File: src/rtl/cci_mpf_shim_lockstep_issue.sv
// Lockstep c0/c1 issue stage: dequeues the Tx buffer head as one unit, forwards
// both channels through one register stage, frames multi-beat writes and counts stalls.
module cci_mpf_shim_lockstep_issue #(
  parameter int C0_TX_BITS = 100,
  parameter int C1_TX_BITS = 600,
  parameter int STAT_BITS  = 16
) (
  input  logic                  clk,
  input  logic                  reset,

  input  logic                  head_not_empty,
  input  logic                  head_c0_valid,
  input  logic [C0_TX_BITS-1:0] head_c0_data,
  input  logic                  head_c1_valid,
  input  logic                  head_c1_is_wr,
  input  logic                  head_c1_sop,
  input  logic [1:0]            head_c1_len,
  input  logic [C1_TX_BITS-1:0] head_c1_data,
  output logic                  deq_tx,

  input  logic                  fiu_c0_almfull,
  input  logic                  fiu_c1_almfull,
  output logic                  fiu_c0_valid,
  output logic [C0_TX_BITS-1:0] fiu_c0_data,
  output logic                  fiu_c1_valid,
  output logic [C1_TX_BITS-1:0] fiu_c1_data,

  input  logic                  stats_clr,
  output logic [STAT_BITS-1:0]  stall_c0,
  output logic [STAT_BITS-1:0]  stall_c1,
  output logic                  err_pkt
);

  typedef enum logic {
    IDLE   = 1'b0,
    WR_PKT = 1'b1
  } state_t;

  localparam logic [STAT_BITS-1:0] STAT_ONE = {{(STAT_BITS-1){1'b0}}, 1'b1};
  localparam logic [STAT_BITS-1:0] STAT_MAX = {STAT_BITS{1'b1}};

  state_t                 state_q, state_d;
  logic [1:0]             beats_left_q, beats_left_d;
  logic                   err_pkt_q, err_pkt_d;
  logic [STAT_BITS-1:0]   stall_c0_q, stall_c0_d;
  logic [STAT_BITS-1:0]   stall_c1_q, stall_c1_d;
  logic                   fiu_c0_valid_q, fiu_c0_valid_d;
  logic                   fiu_c1_valid_q, fiu_c1_valid_d;
  logic [C0_TX_BITS-1:0]  fiu_c0_data_q;
  logic [C1_TX_BITS-1:0]  fiu_c1_data_q;

  logic                   in_pkt;
  logic                   ok0;
  logic                   ok1;
  logic                   deq;
  logic                   c1_wr_deq;
  logic                   c0_blocked;
  logic                   c1_blocked;

  // Continuation beats bypass c1 almfull so a packet is never split on the
  // FIU side; the FIU's almfull slack absorbs the remaining beats.
  assign in_pkt     = (state_q == WR_PKT);
  assign ok0        = !head_c0_valid || !fiu_c0_almfull;
  assign ok1        = !head_c1_valid || !fiu_c1_almfull || in_pkt;
  assign deq        = !reset && head_not_empty && ok0 && ok1;
  assign c1_wr_deq  = deq && head_c1_valid && head_c1_is_wr;

  assign c0_blocked = head_not_empty && head_c0_valid && fiu_c0_almfull;
  assign c1_blocked = head_not_empty && head_c1_valid && fiu_c1_almfull && !in_pkt;

  function automatic logic [STAT_BITS-1:0] stall_next(
    input logic [STAT_BITS-1:0] cur,
    input logic                 hit,
    input logic                 clr
  );
    logic [STAT_BITS-1:0] nxt;
    nxt = cur;
    if (clr) begin
      nxt = '0;
    end else if (hit && (cur != STAT_MAX)) begin
      nxt = cur + STAT_ONE;
    end
    return nxt;
  endfunction

  always_comb begin
    state_d      = state_q;
    beats_left_d = beats_left_q;
    err_pkt_d    = err_pkt_q;
    if (c1_wr_deq) begin
      case (state_q)
        IDLE: begin
          if (head_c1_sop) begin
            if (head_c1_len != 2'd0) begin
              state_d      = WR_PKT;
              beats_left_d = head_c1_len;
            end
          end else begin
            err_pkt_d = 1'b1;
          end
        end
        WR_PKT: begin
          if (head_c1_sop) begin
            // Unexpected SOP: flag it and resynchronise on the new packet.
            err_pkt_d    = 1'b1;
            beats_left_d = head_c1_len;
            state_d      = (head_c1_len != 2'd0) ? WR_PKT : IDLE;
          end else begin
            beats_left_d = beats_left_q - 2'd1;
            if (beats_left_q == 2'd1) begin
              state_d = IDLE;
            end
          end
        end
        default: begin
          state_d      = IDLE;
          beats_left_d = 2'd0;
        end
      endcase
    end
  end

  always_comb begin
    fiu_c0_valid_d = deq && head_c0_valid;
    fiu_c1_valid_d = deq && head_c1_valid;
    stall_c0_d     = stall_next(stall_c0_q, c0_blocked, stats_clr);
    stall_c1_d     = stall_next(stall_c1_q, c1_blocked, stats_clr);
  end

  always_ff @(posedge clk or posedge reset) begin
    if (reset) begin
      state_q        <= IDLE;
      beats_left_q   <= 2'd0;
      err_pkt_q      <= 1'b0;
      stall_c0_q     <= '0;
      stall_c1_q     <= '0;
      fiu_c0_valid_q <= 1'b0;
      fiu_c1_valid_q <= 1'b0;
    end else begin
      state_q        <= state_d;
      beats_left_q   <= beats_left_d;
      err_pkt_q      <= err_pkt_d;
      stall_c0_q     <= stall_c0_d;
      stall_c1_q     <= stall_c1_d;
      fiu_c0_valid_q <= fiu_c0_valid_d;
      fiu_c1_valid_q <= fiu_c1_valid_d;
    end
  end

  // Payload registers need no reset; they are qualified by the valids.
  always_ff @(posedge clk) begin
    if (deq) begin
      fiu_c0_data_q <= head_c0_data;
      fiu_c1_data_q <= head_c1_data;
    end
  end

  assign deq_tx       = deq;
  assign fiu_c0_valid = fiu_c0_valid_q;
  assign fiu_c0_data  = fiu_c0_data_q;
  assign fiu_c1_valid = fiu_c1_valid_q;
  assign fiu_c1_data  = fiu_c1_data_q;
  assign stall_c0     = stall_c0_q;
  assign stall_c1     = stall_c1_q;
  assign err_pkt      = err_pkt_q;

endmodule

File: config.mk
export PLATFORM = sky130hd
export DESIGN_NAME = cci_mpf_shim_lockstep_issue
export DESIGN_NICKNAME = d
export VERILOG_FILES = /design/src/rtl/cci_mpf_shim_lockstep_issue.sv
export SDC_FILE = /design/constraint.sdc
export NUM_CORES = 1
export LEC_CHECK = 0
export CAP_MARGIN = 40
export CORE_AREA = 2 2 572 574
export CTS_BUF_LIST = sky130_fd_sc_hd__clkbuf_8 sky130_fd_sc_hd__clkbuf_16
export CTS_CLUSTER_DIAMETER = 150
export DETAILED_ROUTE_END_ITERATION = 10
export DIE_AREA = 0 0 574 576
export PLACE_DENSITY = 0.31
export SETUP_SLACK_MARGIN = 0.15
export SLEW_MARGIN = 20
export SYNTH_ARGS = -nofsm -noshare
export SYNTH_HDL_FRONTEND = slang
export SYNTH_SLANG_ARGS = --single-unit
File: constraint.sdc
create_clock -name clk -period 110.9 [get_ports clk]
set_input_delay 16.635 -clock clk [delete_from_list [all_inputs] [get_ports clk]]
set_output_delay 16.635 -clock clk [all_outputs]
set_load 0.01 [all_outputs]
==> results of run 1 <==
-- registers in the layout, summed over array words and instances, names as in the netlist --
name and count:
beats_left_q 2, err_pkt 1, fiu_c0_data 100, fiu_c0_valid 1, fiu_c1_data 600, fiu_c1_valid 1
in_pkt 1, stall_c0 16, stall_c1 16
-- worst max path at each step --
| stage | cells after the start | to | startpoint |
|---|---|---|---|
| final | 6 | deq_tx | head_not_empty |
| after floorplan | 1 | deq_tx | fiu_c1_almfull |
| after detailed placement | 6 | deq_tx | head_not_empty |
| after CTS | 6 | deq_tx | head_not_empty |
| after global placement | 6 | deq_tx | head_not_empty |
| after global routing | 6 | deq_tx | head_not_empty |
-- per-stage QoR --
| stage | hold slack [ns] | cells | setup WS [ns] | area (µm²) | total power (µW) |
|---|---|---|---|---|---|
| 2_1_floorplan | 0.496 | 944 | 39.93 | 23300 | 354 |
| 4_1_cts | 0.537 | 6940 | 75.07 | 46800 | 739 |
| 3_5_place_dp | 0.525 | 6754 | 75.06 | 43500 | 392 |
| 3_3_place_gp | 0.520 | 6745 | 74.93 | 43300 | 392 |
| 5_1_grt | 0.555 | 6948 | 75.03 | 46900 | 748 |
| 6_report | 0.533 | 6999 | 75.16 | 47000 | 719 |
-- area by class of cell --
| cell class | count | area (µm²) | area share, % |
|---|---|---|---|
| sequential | 738 | 22000 | 46.7 |
| multi-input combinational | 190 | 1250 | 2.66 |
| inverter | 9 | 33.8 | 0.0718 |
| antenna | 55 | 138 | 0.293 |
| timing repair buffer | 1475 | 14900 | 31.7 |
| clock inverter | 78 | 579 | 1.23 |
| clock buffer | 108 | 2700 | 5.75 |
| tap | 4346 | 5440 | 11.6 |
-- where the power goes --
group	switching (µW)	internal [µW]
registers	3.28	317
logic	27.5	36.8
clock network	143	191
-- routing by layer --
layer  routed length [µm]  vias to the layer above
li1                     -                     7116
met1                67100                     8243
met2               104000                     1514
met3                50200                      697
met4                 5560                      288
met5                 1850                        -
-- kinds of logic (layout without fill, tap and decap cells) --
group,count (synthesis),in the layout,synth area share [%]
buf+inv,16,1670,0.263
xor+xnor,1,1,0.0376
mux,10,10,0.473
fa+ha+maj,4,4,0.215
flops,738,738,94.4
simple gates,116,116,3.06
other cells,0,55,0
compound gates,59,59,1.53
-- cells in the mapped netlist (2+ instances only) --
library cell	instances
a31oi_1	2
nor4_1	2
nor2b_1	8
or2_2	2
nand3_1	18
nor2_1	14
ha_1	4
edfxtp_1	700
a21oi_1	25
mux2_2	8
and3_1	5
o41ai_1	3
nand2b_1	2
nand2_1	11
or3_1	6
o2111ai_1	2
nand4_1	10
nor3_1	4
clkbuf_1	6
o21ai_0	12
and2_1	4
mux2i_1	2
and4b_1	2
nand4b_1	4
o31ai_1	11
nor4_2	3
dfrtp_1	38
or4_1	12
inv_1	9
and4_1	7
-- worst register-to-register path: stages (launching register included) --
cell and delay, ns:
dfrtp_1 0.42, inv_1 0.12, a31oi_4 0.38, buf_4 0.40
buf_4 0.52, buf_4 0.64, buf_4 0.71, buf_4 0.57
buf_12 0.30
==> results.toml, run 1 <==
[cells_and_area]
final_cell_mix = "clkdlybuf4s50_1, edfxtp_1, clkbuf_16, dfrtp_1, inv_1"
layout-drive-gt1-share_pct = 7.27
final_common_cell = "clkdlybuf4s50_1"
syn_to_final_growth_pct = 102
final_util_pct = 14.5
final_nets = 3238
fillers = 36200

[sta]
period_needed_ns = 35.74
finClkSkew_ns = 0.0296
rsz0062_at_grt = "no"
post-route-period-util_pct = 32.2
setup_viol = 0
final-hold-violation-count = 0
slew_headroom_pct = 45.7
final-max-slew-violation-count = 0
max_freq_mhz = 28.0
tightestPinTransition_ns = 0.815
setup_tns_ns = 0

[clocking]
cts_sinks = 738
hold_buffers = 0
cts_root_buffer = "clkbuf_16"
clkLatencyLatePin_ns = 0.85
cts_buffers = 108
cts.path.max_buffers = 4
htreeDepth = 3
cts_resized = 0
cts_tree = "done"
clk_pin_slew_worst_paths_ns = 0.06
cts_setup_buffers = 0

[job]
maxCapViolations = 0

[worst_hold_path]
worstHoldStart = "beats_left_q[1]"
holdPathStages = 2
whs_endpoint = "beats_left_q[1]"
hold_path_class = "flip-flop to flip-flop"

[logic_synthesis]
post_synth.cell_area_avg_um2 = 24.7
yosys-top-cells-area = "edfxtp_1, dfrtp_1, a21oi_1"
synth_warnings = 0
yosys.area.top_type = "edfxtp_1"
synth_edf_count = 700
ys_ff_latch = 738
synthDistinctLibCells = 38
synth_nets = 1660
netlist_area_um2 = 23300
async_reset_ff_share_pct = 5.15
synth_top_area_share_pct = 90.3
synth_ff_type = "edfxtp_1"
syn_inst = 944
seq_area_frac_synth_pct = 94.4

[floorplanning]
fp-row-count = 210
io_pins = 1448
die-area_um2 = 331000
fp.dieH_um = 576
core_area_um2 = 325000
start_util_pct = 7.15
die_x_um = 574

[global_route]
use_met3_pct = 14.1
grtUsageMet1_pct = 11.3
grt_max_degree = 65
grt_pass1_vias = 17800
antenna_found_initial = 385
globalRoute.totalOverflow = 0
grt_pass1_wl_um = 268000
busiest_layer = "met2"
grtUsageTotal_pct = 13.4
grtUsageMet2_pct = 21.8

[setup_path]
cp_common_cell = "clkdlybuf4s50_1"
required_ns = 94.26
end_kind = "primary output"
cp_top_family = "buffers and inverters"
slowest_delay_ns = 0.63
worstPathArrival_ns = 19.10
path_buf_inv = 3
crit_type = "input pin to primary output"
reg2reg_from = "in_pkt"
cp-start-kind = "input pin"
slowest_stage = "clkdlybuf4s50_1"
cp_max_fo = 12
rrSetupSlack_ns = 106.47
crit_chain = "clkdlybuf4s50_1, nor2b_1, nand2_1, a31oi_4, buf_4, clkdlybuf4s50_1"
r2r_end = "fiu_c1_data[592]"
reg2reg_depth = 8

[status]
status = "completed"

[detailed_routing]
final_antenna_net_count = 0
finalWirelength_um = 229000
vias = 17900
first_iter_violations = 1009
wire_per_inst_um = 32.7
drtPass1Iterations = 6
route.detailed.drc = 0
viasPerCell = 2.55

[placed_design]
gp_congestion = 0.872
portBuffers = 1447
hpwl_um = 204000

[pwr]
power_density_nw_per_um2 = 15.3
power.leakage_uw = 0.0149
peakVddDrop_mv = 0.0114
(Power assumes the default switching activity.)
==> run 2: changes to the inputs <==
--- a/config.mk
+++ b/config.mk
@@ -6,11 +6,11 @@
 export NUM_CORES = 1
 export LEC_CHECK = 0
 export CAP_MARGIN = 40
-export CORE_AREA = 2 2 572 574
+export CORE_AREA = 2 2 561 563
 export CTS_BUF_LIST = sky130_fd_sc_hd__clkbuf_8 sky130_fd_sc_hd__clkbuf_16
 export CTS_CLUSTER_DIAMETER = 150
 export DETAILED_ROUTE_END_ITERATION = 10
-export DIE_AREA = 0 0 574 576
+export DIE_AREA = 0 0 563 565
 export PLACE_DENSITY = 0.31
 export SETUP_SLACK_MARGIN = 0.15
 export SLEW_MARGIN = 20
==> constraint.sdc (replaced) <==
create_clock -name clk -period 34.8 [get_ports clk]
set_input_delay 5.22 -clock clk [delete_from_list [all_inputs] [get_ports clk]]
set_output_delay 5.22 -clock clk [all_outputs]
set_load 0.01 [all_outputs]
==> results.toml, run 2 (synthesis results as in run 1) <==
[clocking]
cts_sinks = 738
cts.path.max_buffers = 4
cts_setup_buffers = 0
cts_buffers = 109
cts_resized = 0
clkLatencyLatePin_ns = 0.83
clk_pin_slew_worst_paths_ns = 0.05
htreeDepth = 3
hold_buffers = 0
cts_tree = "done"
cts_root_buffer = "clkbuf_16"

[setup_path]
required_ns = 29.58
cp_top_family = "buffers and inverters"
slowest_delay_ns = 0.57
end_kind = "primary output"
cp_max_fo = 6
crit_chain = "clkdlybuf4s50_1, nor2b_1, nand2_1, a31oi_4, buf_12, clkdlybuf4s50_1"
slowest_stage = "clkdlybuf4s50_1"
crit_type = "input pin to primary output"
startpoint = "head_not_empty"
cp_common_cell = "clkdlybuf4s50_1"
cp-start-kind = "input pin"
worstPathArrival_ns = 7.23
reg2reg_from = "in_pkt"
path_buf_inv = 3

[pwr]
power_density_nw_per_um2 = 49.6
power.leakage_uw = 0.0149
switching_power_uw = 551
pwr-share-clk_pct = 47.3
pwr-share-comb_pct = 8.8
power_frac_seq_pct = 44.0
switching_share_pct = 23.7
intPower_uw = 1770
peakVddDrop_mv = 0.0376

[sta]
slew_headroom_pct = 45.5
tightestPinTransition_ns = 0.811
setup_viol = 0
final-max-slew-violation-count = 0
period_needed_ns = 12.45
max_freq_mhz = 80.3
worst_hold_slack_ns = 0.538
finClkSkew_ns = 0.0244
post-route-period-util_pct = 35.8
final-hold-violation-count = 0
rsz0062_at_grt = "no"
setup_tns_ns = 0

[cells_and_area]
largest_reg_flops = 600
fillers = 34400
final_nets = 3234
multiInputGateArea_um2 = 1250
seq_area_um2 = 22000
final_common_cell = "clkdlybuf4s50_1"
final_cell_mix = "clkdlybuf4s50_1, edfxtp_1, clkbuf_16, dfrtp_1, inv_1"
layout-drive-gt1-share_pct = 7.38
syn_to_final_growth_pct = 101

[global_route]
grtUsageTotal_pct = 13.3
antenna_found_initial = 375
grt_pass1_vias = 17700
grt_pass1_wl_um = 257000
grt_max_degree = 60
globalRoute.totalOverflow = 0

[detailed_routing]
vias = 17700
final_antenna_net_count = 0
finalWirelength_um = 220000
route.detailed.drc = 0
viasPerCell = 2.60
first_iter_violations = 1164
drtPass1Iterations = 5
wire_per_inst_um = 32.3

[placed_design]
portBuffers = 1447
gp_congestion = 0.837
hpwl_um = 196000

[floorplanning]
core_area_um2 = 311000
fp-row-count = 205
die-area_um2 = 318000
die_x_um = 563
fp.dieH_um = 565
io_pins = 1448
start_util_pct = 7.47

[worst_hold_path]
worstHoldStart = "err_pkt"
hold_path_class = "flip-flop to flip-flop"

[status]
status = "completed"

[job]
maxCapViolations = 0
==> run 2: cell count changes in the layout (fill, tap and decap cells not counted), sizes merged <==
cell,before,now
buf,28,23
bufinv,7,10
clkbuf,109,110
clkdlybuf4s50,1446,1447
clkinv,40,36
clkinvlp,4,6
diode,55,60
inv,36,41
==> run 2: per-layer routing <==
layer / part of all wire, % / routed length [µm] / vias to the layer above / global-route usage [%]
met5: 0.73 / 1600 / - / 0
met4: 2.8 / 6150 / 250 / 3.15
met3: 20 / 42900 / 617 / 12.1
met2: 44 / 95800 / 1501 / 20.6
met1: 33 / 73400 / 8240 / 12.9
li1: - / - / 7098 / -
==> run 2: power by group through the flow <==
stage / sequential (µW) / clock (µW) / combinational [µW]
3_5_place_dp: 1040 / 0 / 210
2_1_floorplan: 1080 / 0 / 18.5
6_report: 1020 / 1100 / 204
5_1_grt: 1020 / 1170 / 216
3_3_place_gp: 1040 / 0 / 207
4_1_cts: 1020 / 1150 / 210
==> run 2: per-stage QoR <==
step                power (µW)  cells  instance area (µm²)  util (%)  worst slack [ns]
finish                    2320   6801                46800      15.0             22.35
floorplan                 1100    944                23300         -              3.21
detailed placement        1250   6546                43200      13.9             22.28
global placement          1250   6540                43000      13.8             21.79
global route              2410   6749                46700      15.0             22.26
CTS                       2380   6740                46600      15.0             22.28
==> run 2: cell type report <==
class                           count  area share, %
Multi-Input combinational cell    190           2.68
Inverter                            9         0.0722
Antenna cell                       60          0.321
Clock inverter                     84           1.47
Clock buffer                      110           5.88
Timing Repair Buffer             1470           31.6
Tap cell                         4140           11.1
Sequential cell                   738           46.9
==> run 2: final timing paths <==
path	endpoint	slack, ns	cells past startpoint
setup / recovery	deq_tx	22.35	6
hold / removal	err_pkt	0.54	1
setup reg to reg	fiu_c1_data[419]	30.51	9
hold reg to reg	err_pkt	0.54	1
max in group asynchronous	stall_c1[9]	29.49	3
min in group asynchronous	stall_c0[4]	4.92	3
